<file path="config.mk">
export PLATFORM = sky130hd
export DESIGN_NAME = layernorm_stats_ctrl
export DESIGN_NICKNAME = d
export VERILOG_FILES = /design/src/rtl/layernorm_stats_ctrl.sv
export SDC_FILE = /design/constraint.sdc
export NUM_CORES = 1
export LEC_CHECK = 0
export BUFFER_PORTS_ARGS = -buffer_cell sky130_fd_sc_hd__buf_2
export CAP_MARGIN = 20
export CORE_MARGIN = 5
export CORE_UTILIZATION = 25
export DETAILED_ROUTE_END_ITERATION = 10
export GPL_ROUTABILITY_DRIVEN = 0
export GPL_TIMING_DRIVEN = 0
export SYNTH_ARGS = -nofsm -noshare
export SYNTH_HDL_FRONTEND = slang
export SYNTH_SLANG_ARGS = --single-unit
</file>
<file path="constraint.sdc">
create_clock -name clk -period 2.35 [get_ports clk]
set_input_delay 0.235 -clock clk [delete_from_list [all_inputs] [get_ports clk]]
set_output_delay 0.235 -clock clk [all_outputs]
set_load 0.01 [all_outputs]
</file>
<file path="src/rtl/layernorm_stats_ctrl.sv">
// layernorm_stats_ctrl
// Sequences one LayerNorm statistics request: start the mean unit, capture
// its result, start the variance unit with that mean held on mean_for_var,
// capture the variance, then pulse ln_done. A per-phase watchdog turns a unit
// that never answers into an error completion (ln_error=1) rather than a hang.
//
// Optional build macro: LNCTRL_PERF_CNT_EN adds perf_cycles, the number of
// cycles from request acceptance through ln_done for the latest request.
//
// Ports
//   clk, rst            clock (rising edge), synchronous active-high reset
//   ln_start            request, sampled only while idle
//   ln_busy, ln_done    busy level, one-cycle completion pulse
//   ln_error            status of the last completed request
//   mean_start/busy/valid/result   mean unit handshake and data
//   var_start/busy/valid/result    variance unit handshake and data
//   mean_for_var        captured mean, feeds the variance unit
//   mean_out, variance_out         results of the last successful request
//   perf_cycles         (LNCTRL_PERF_CNT_EN only) request cycle count
//
// state   | meaning
// --------+-----------------------------------------------
// IDLE    | waiting for ln_start
// M_START | mean_start pulse, watchdog cleared
// M_WAIT  | waiting for mean_valid or watchdog expiry
// V_START | var_start pulse, mean_for_var already stable
// V_WAIT  | waiting for var_valid or watchdog expiry
// DONE    | ln_done pulse, back to IDLE
module layernorm_stats_ctrl #(
  parameter int DATA_WIDTH     = 24,
  parameter int TIMEOUT_CYCLES = 256,
  localparam int TO_W          = $clog2(TIMEOUT_CYCLES + 1)
) (
  input  logic                  clk,
  input  logic                  rst,
  input  logic                  ln_start,
  output logic                  ln_busy,
  output logic                  ln_done,
  output logic                  ln_error,
  output logic                  mean_start,
  input  logic                  mean_busy,
  input  logic                  mean_valid,
  input  logic [DATA_WIDTH-1:0] mean_result,
  output logic                  var_start,
  input  logic                  var_busy,
  input  logic                  var_valid,
  input  logic [DATA_WIDTH-1:0] var_result,
  output logic [DATA_WIDTH-1:0] mean_for_var,
  output logic [DATA_WIDTH-1:0] mean_out,
  output logic [DATA_WIDTH-1:0] variance_out
`ifdef LNCTRL_PERF_CNT_EN
  ,
  output logic [31:0]           perf_cycles
`endif
);

  localparam logic [2:0] S_IDLE    = 3'd0;
  localparam logic [2:0] S_M_START = 3'd1;
  localparam logic [2:0] S_M_WAIT  = 3'd2;
  localparam logic [2:0] S_V_START = 3'd3;
  localparam logic [2:0] S_V_WAIT  = 3'd4;
  localparam logic [2:0] S_DONE    = 3'd5;

  localparam logic [TO_W-1:0] WD_LAST = TO_W'(TIMEOUT_CYCLES - 1);

  logic [2:0]      state;
  logic [TO_W-1:0] watchdog;

  logic accept;
  logic wd_expired;
  logic mean_hit;
  logic var_hit;
  logic enter_done;

  // Busy flags from the units are informational only.
  logic unused_busy;
  assign unused_busy = mean_busy ^ var_busy;

  // Valid wins over an expiring watchdog on the same edge.
  always_comb begin
    accept     = (state == S_IDLE) && ln_start;
    wd_expired = (watchdog == WD_LAST);
    mean_hit   = (state == S_M_WAIT) && mean_valid;
    var_hit    = (state == S_V_WAIT) && var_valid;
    enter_done = ((state == S_M_WAIT) && !mean_valid && wd_expired) ||
                 ((state == S_V_WAIT) && (var_valid || wd_expired));
  end

  always_ff @(posedge clk) begin
    if (rst) begin
      state        <= S_IDLE;
      watchdog     <= '0;
      ln_busy      <= 1'b0;
      ln_done      <= 1'b0;
      ln_error     <= 1'b0;
      mean_start   <= 1'b0;
      var_start    <= 1'b0;
      mean_for_var <= '0;
      mean_out     <= '0;
      variance_out <= '0;
    end else begin
      mean_start <= 1'b0;
      var_start  <= 1'b0;
      ln_done    <= enter_done;
      case (state)
        S_IDLE: begin
          if (accept) begin
            state      <= S_M_START;
            ln_busy    <= 1'b1;
            ln_error   <= 1'b0;
            mean_start <= 1'b1;
          end
        end
        S_M_START: begin
          state    <= S_M_WAIT;
          watchdog <= '0;
        end
        S_M_WAIT: begin
          if (mean_hit) begin
            mean_for_var <= mean_result;
            mean_out     <= mean_result;
            state        <= S_V_START;
            var_start    <= 1'b1;
          end else if (wd_expired) begin
            ln_error <= 1'b1;
            state    <= S_DONE;
          end else begin
            watchdog <= watchdog + TO_W'(1);
          end
        end
        S_V_START: begin
          state    <= S_V_WAIT;
          watchdog <= '0;
        end
        S_V_WAIT: begin
          if (var_hit) begin
            variance_out <= var_result;
            state        <= S_DONE;
          end else if (wd_expired) begin
            ln_error <= 1'b1;
            state    <= S_DONE;
          end else begin
            watchdog <= watchdog + TO_W'(1);
          end
        end
        S_DONE: begin
          state   <= S_IDLE;
          ln_busy <= 1'b0;
        end
        default: begin
          state   <= S_IDLE;
          ln_busy <= 1'b0;
        end
      endcase
    end
  end

`ifdef LNCTRL_PERF_CNT_EN
  // run_cnt holds the number of request cycles up to and including the
  // current one, so the DONE cycle adds one more when it is published.
  localparam logic [31:0] CNT_MAX = 32'hFFFF_FFFF;

  logic [31:0] run_cnt;
  logic [31:0] run_next;

  assign run_next = (run_cnt == CNT_MAX) ? CNT_MAX : run_cnt + 32'd1;

  always_ff @(posedge clk) begin
    if (rst) begin
      run_cnt     <= '0;
      perf_cycles <= '0;
    end else begin
      if (accept) begin
        run_cnt <= 32'd2;
      end else if ((state != S_IDLE) && (state != S_DONE)) begin
        run_cnt <= run_next;
      end
      if (enter_done) begin
        perf_cycles <= run_next;
      end
    end
  end
`endif

endmodule

</file>
==> results of run 1 <==
## cell families after synthesis
group           count (synthesis)  share of synthesized area
compound gates                 73                      0.149
xor+xnor                        1                    0.00330
fa+ha+maj                       3                     0.0141
buf+inv                        48                      0.112
flops                          65                      0.490
simple gates                  140                      0.232
## per-layer routing
layer	wire length, um	track usage	part of all wire	vias up
li1	-	-	-	1344
met1	3330	0.145	0.44	1184
met2	3420	0.197	0.45	102
met3	735	0.0503	0.096	16
met4	138	0.0393	0.018	0
met5	0	0	0	-
## state kept, by name, indices dropped and copies added (netlist names)
signal        cells
mean_out         24
variance_out     24
watchdog          9
state             3
ln_busy           1
ln_done           1
ln_error          1
mean_start        1
var_start         1
## repair_timing
item	in CTS	in global routing
hold endpoints to repair	0	0
gates resized for setup	0	1
setup endpoints to repair	0	9
## worst max-delay path by stage
stage	endpoint
2_1_floorplan	watchdog[0]
3_3_place_gp	watchdog[0]
3_5_place_dp	watchdog[0]
4_1_cts	watchdog[0]
5_1_grt	watchdog[4]
6_report	watchdog[0]
## metrics by stage
| step | setup slack [ns] | util | cells | hold slack, ns | total power, W |
|---|---|---|---|---|---|
| final | 0.186 | 0.355 | 610 | 0.131 | 0.00229 |
| after global routing | 0.000313 | 0.355 | 610 | 0.117 | 0.00242 |
| after CTS | 0.0588 | 0.354 | 610 | 0.108 | 0.00234 |
| after detailed placement | 0.0903 | 0.336 | 595 | 0.446 | 0.00144 |
| after global placement | 0.103 | 0.336 | 595 | 0.440 | 0.00143 |
| after floorplan | 0.431 | - | 330 | 0.371 | 0.00132 |
## synth_stat cells, types with 2 or more instances
cell type / number / share of area
nand2_1: 103 / 0.15
dfxtp_1: 65 / 0.49
a21oi_1: 60 / 0.11
buf_4: 25 / 0.071
clkbuf_1: 11 / 0.016
buf_2: 6 / 0.011
nand3_1: 6 / 0.011
nor2_1: 6 / 0.0085
o21ai_0: 6 / 0.011
or3_1: 5 / 0.012
inv_1: 4 / 0.0057
ha_1: 3 / 0.014
nor3_1: 3 / 0.0057
buf_6: 2 / 0.0085
nor2b_1: 2 / 0.0047
o31ai_1: 2 / 0.0057
or4_1: 2 / 0.0057
## worst register-to-register path, delay by kind of cell, from the launching register on
family          cells  cell delay, ns
compound gates      1            0.43
xor+xnor            1            0.15
fa+ha+maj           1            0.23
buf+inv             1            0.20
flops               1            0.40
simple gates        5            0.63
## area by class of cell
cell class | count | area (um2)
inverters | 4 | 15.0
clock buffers | 13 | 169
well taps | 136 | 170
plain buffers | 44 | 282
flip-flops and latches | 65 | 1300
fillers | 1067 | 6660
repair buffers | 129 | 646
clock inverters | 2 | 12.5
multi-input cells | 217 | 1070
## power breakdown
group	internal [W]	switching [W]
combinational	0.000119	0.000142
clock	0.000463	0.000419
sequential	0.00113	0.0000207
total	0.00171	0.000582
==> flow_summary.toml, run 1 <==
[clocking]
cts_max_path_buffers = 2
clk_latency_ns = 0.34
numCtsBuffers = 9
clock-root-buffer = "clkbuf_8"
cts_tree = "done"
hold_buffers = 0
cts_setup_buffers = 0
cts-htree-levels = 3
cts.sink_count = 65
cts.clk_slew.worst_paths_ns = 0.07

[timing]
worst_slew_pin_slew_ns = 0.559
setup_violations = 0
hold_viol = 0
rsz0062_at_grt = "no"
finClkSkew_ns = 0.00739
drv_slew = 0
fin_crit_ns = 2.16
tns_ns = 0
finalCritPeriodShare = 0.921
fmax_ghz = 0.462
maxSlewHeadroom = 0.627

[critical_path]
r2r_end = "watchdog[0]"
cp.depth = 9
path_class = "flop to flop"
r2r_slack_ns = 0.19
worst_setup_path_end_kind = "flop"
critPathMaxFanout = 10
critical_path.top_delay_family = "simple AND/OR/NAND/NOR gates"
critical_path_arrival_ns = 2.38
crit_top_cell = "nor2_1"
cp_cell_sequence = "and4_1 -> nand2_1 -> nor2_1 -> ha_1 -> nor3b_2 -> a221oi_4 -> buf_6 -> xor2_1 -> nor2_1"
r2r-start = "watchdog[2]"
slowest_delay_ns = 0.43
crit_buf_inv = 1
reg2reg_depth = 9
cp.required_ns = 2.56
crit_start = "watchdog[2]"
critPathSlowestCell = "a221oi_4"
start_kind = "flop"

[hold_path]
whs_endpoint = "variance_out[18]"
hold_start = "var_result[18]"
whs_path_depth = 3
hold_class = "input pin to flop"

[global_routing]
overflow = 0
grt_antenna_before_repair = 0
grt_pass1_vias = 2676
grt_pass1_wl_um = 12600
grt_start_max_net_pins = 11
grtUsageTotal = 0.121

[finish]
fin_nets = 528
insertedDiodeCount = 0
fin_area_um2 = 3660
layout_common_cells = "135 x buf_2, 103 x nand2_1, 65 x dfxtp_1"
drive_gt1_frac = 0.386
syn_to_final_growth_pct = 38.0
mostFrequentLayoutCell = "buf_2"

[routing]
dr.pass1.iters = 4
drc = 0
first_iter_violations = 121
viasPerCell = 4.34
avgRoutedWirePerCell_um = 12.5
drt_wl_total_um = 7620
vias = 2646
antenna_left = 0

[placement]
dpl_cell_area_um2 = 3470
port_buffers = 129
place_hpwl_um = 5850

[floorplan]
die-area_um2 = 12800
die_w_um = 113
fp.dieH_um = 113
initial_core_util = 0.257
rows = 37
io_pins = 132
core_area_um2 = 10300

[synth]
postSynthCellCount = 330
ys_ff_latch = 65
avgSynthCellArea_um2 = 8.04
syn_area_um2 = 2650
syn-num-nets = 388
async_flop_share = 0
synth_edf_count = 0
yosysUniqueCellTypes = 36
synth_ff_type = "dfxtp_1"
ys_seq_area_frac = 0.490
yosysWarnings = 0

[power_and_ir_drop]
powerDensity_nw_per_um2 = 626
vdd_drop_max_v = 0.000251
power_leakage_nw = 1.69

[run]
maxCapViolCount = 0

[status]
status = "completed"
No activity file was read; power rests on OpenSTA's default activity.
==> run 2, diff against run 1 <==
Clock period 2.35 ns to 2.15 ns, I/O delays scaled along.
==> run 2 against run 1 <==
Effect of this change:
- setup slack lost 0.042 ns
- final cell count grew 0.33%
- clock power grew 9.3%
- critical path type unchanged
==> flow_summary.toml, run 2 (synthesis gave the netlist of run 1 again) <==
[placement]
place_hpwl_um = 5850
dpl_cell_area_um2 = 3470
port_buffers = 129

[global_routing]
grt_pass1_wl_um = 12600
overflow = 0
grt_pass1_vias = 2690
grt_start_max_net_pins = 11
grtUsageTotal = 0.122
grt_antenna_before_repair = 0

[routing]
vias = 2686
first_iter_violations = 114
drt_wl_total_um = 7740
antenna_left = 0
dr.pass1.iters = 4
viasPerCell = 4.39
drc = 0
avgRoutedWirePerCell_um = 12.6

[clocking]
numCtsBuffers = 9
cts-htree-levels = 3
cts_tree = "done"
clock-root-buffer = "clkbuf_8"
cts_max_path_buffers = 2
clk_latency_ns = 0.34
cts.clk_slew.worst_paths_ns = 0.07
cts.sink_count = 65
hold_buffers = 0

[finish]
mostFrequentLayoutCell = "buf_2"
fin_area_um2 = 3710
multi_input_area_um2 = 1100
seqCellArea_um2 = 1310
insertedDiodeCount = 0
layout_common_cells = "135 x buf_2, 102 x nand2_1, 61 x dfxtp_1"
reg_top3 = "mean_out: 24 flops, variance_out: 24 flops, watchdog: 9 flops"
nFillCells = 1057
drive_gt1_frac = 0.405
syn_to_final_growth_pct = 39.9
fin_nets = 530

[hold_path]
hold_class = "input pin to flop"
whs_endpoint = "variance_out[18]"
hold_start = "var_result[18]"
whs_path_depth = 3

[timing]
maxSlewHeadroom = 0.628
finalCritPeriodShare = 0.933
hold_viol = 0
fmax_ghz = 0.498
worst_slew_pin_slew_ns = 0.558
finClkSkew_ns = 0.00768
fin_crit_ns = 2.01
setup_violations = 0
whs_ns = 0.110
drv_slew = 0

[power_and_ir_drop]
power_w = 0.00252
vdd_drop_max_v = 0.000274
power_leakage_nw = 1.69
powerDensity_nw_per_um2 = 678

[status]
status = "completed"

[critical_path]
critical_path_arrival_ns = 2.27
r2r-start = "watchdog[0]"
r2r_slack_ns = 0.14
cp.required_ns = 2.41
reg2reg_depth = 8
worst_setup_path_end_kind = "flop"
start_kind = "flop"
critPathMaxFanout = 8
critPathSlowestCell = "or4_1"
critical_path.top_delay_family = "simple AND/OR/NAND/NOR gates"
crit_buf_inv = 0
r2r_end = "watchdog[7]"
path_class = "flop to flop"
slowest_delay_ns = 0.50
cp_cell_sequence = "ha_2 -> nand2_1 -> nor2_4 -> ha_4 -> nor3b_4 -> a221oi_4 -> or4_1 -> a21oi_1"

[floorplan]
die-area_um2 = 12800
core_area_um2 = 10300
io_pins = 132
initial_core_util = 0.257
die_w_um = 113
rows = 37
fp.dieH_um = 113

[run]
maxCapViolCount = 0
run 2: how the worst max path moves through the flow:
| stage | from | end | cells past startpoint |
|---|---|---|---|
| final | watchdog[0] | watchdog[7] | 8 |
| after global routing | watchdog[2] | watchdog[4] | 9 |
| after CTS | watchdog[2] | watchdog[0] | 9 |
| after detailed placement | watchdog[2] | watchdog[0] | 9 |
| after global placement | watchdog[2] | watchdog[0] | 9 |
| after floorplan | watchdog[2] | watchdog[0] | 9 |
run 2: area by class of cell:
type,instances,area share
Clock buffer,13,0.0455
Sequential cell,65,0.352
Tap cell,136,0.0458
Timing Repair Buffer,131,0.178
Clock inverter,2,0.00337
Multi-Input combinational cell,217,0.296
Inverter,4,0.00404
Buffer,44,0.0758
run 2: report_power, final:
group | internal [W] | switching [W] | leakage, nW | total, W
logic | 0.000137 | 0.000158 | 1.08 | 0.000296
clock network | 0.000506 | 0.000459 | 0.0915 | 0.000964
registers | 0.00124 | 0.0000231 | 0.527 | 0.00126
run 2: worst register-to-register path, cell delays in order, from the launching register on:
cell and delay, ns:
dfxtp_2 0.34, ha_2 0.21, nand2_1 0.11, nor2_4 0.05
ha_4 0.17, nor3b_4 0.25, a221oi_4 0.14, or4_1 0.50
a21oi_1 0.16
run 2: per-stage QoR:
stage	cells	setup slack, ns	TNS (ns)	utilization
final	612	0.144	0	0.360
after global routing	612	-0.00106	-0.00106	0.360
after CTS	611	0.0172	0	0.355
after detailed placement	595	-0.110	-0.553	0.336
after global placement	595	-0.0968	-0.342	0.336
after floorplan	330	0.231	0	-
run 2: layer usage:
metal,up-vias,track usage,share of wire
li1,1346,-,-
met1,1204,0.146,0.42
met2,117,0.198,0.46
met3,19,0.0503,0.10
met4,0,0.0393,0.022
met5,-,0,0
run 2: what timing repair did:
item,CTS,global route
hold endpoints to repair,0,0
cloned,0,1
endpoints found under the setup margin,9,9
buffers inserted,1,0
gates resized for setup,1,12
pin swaps,1,2
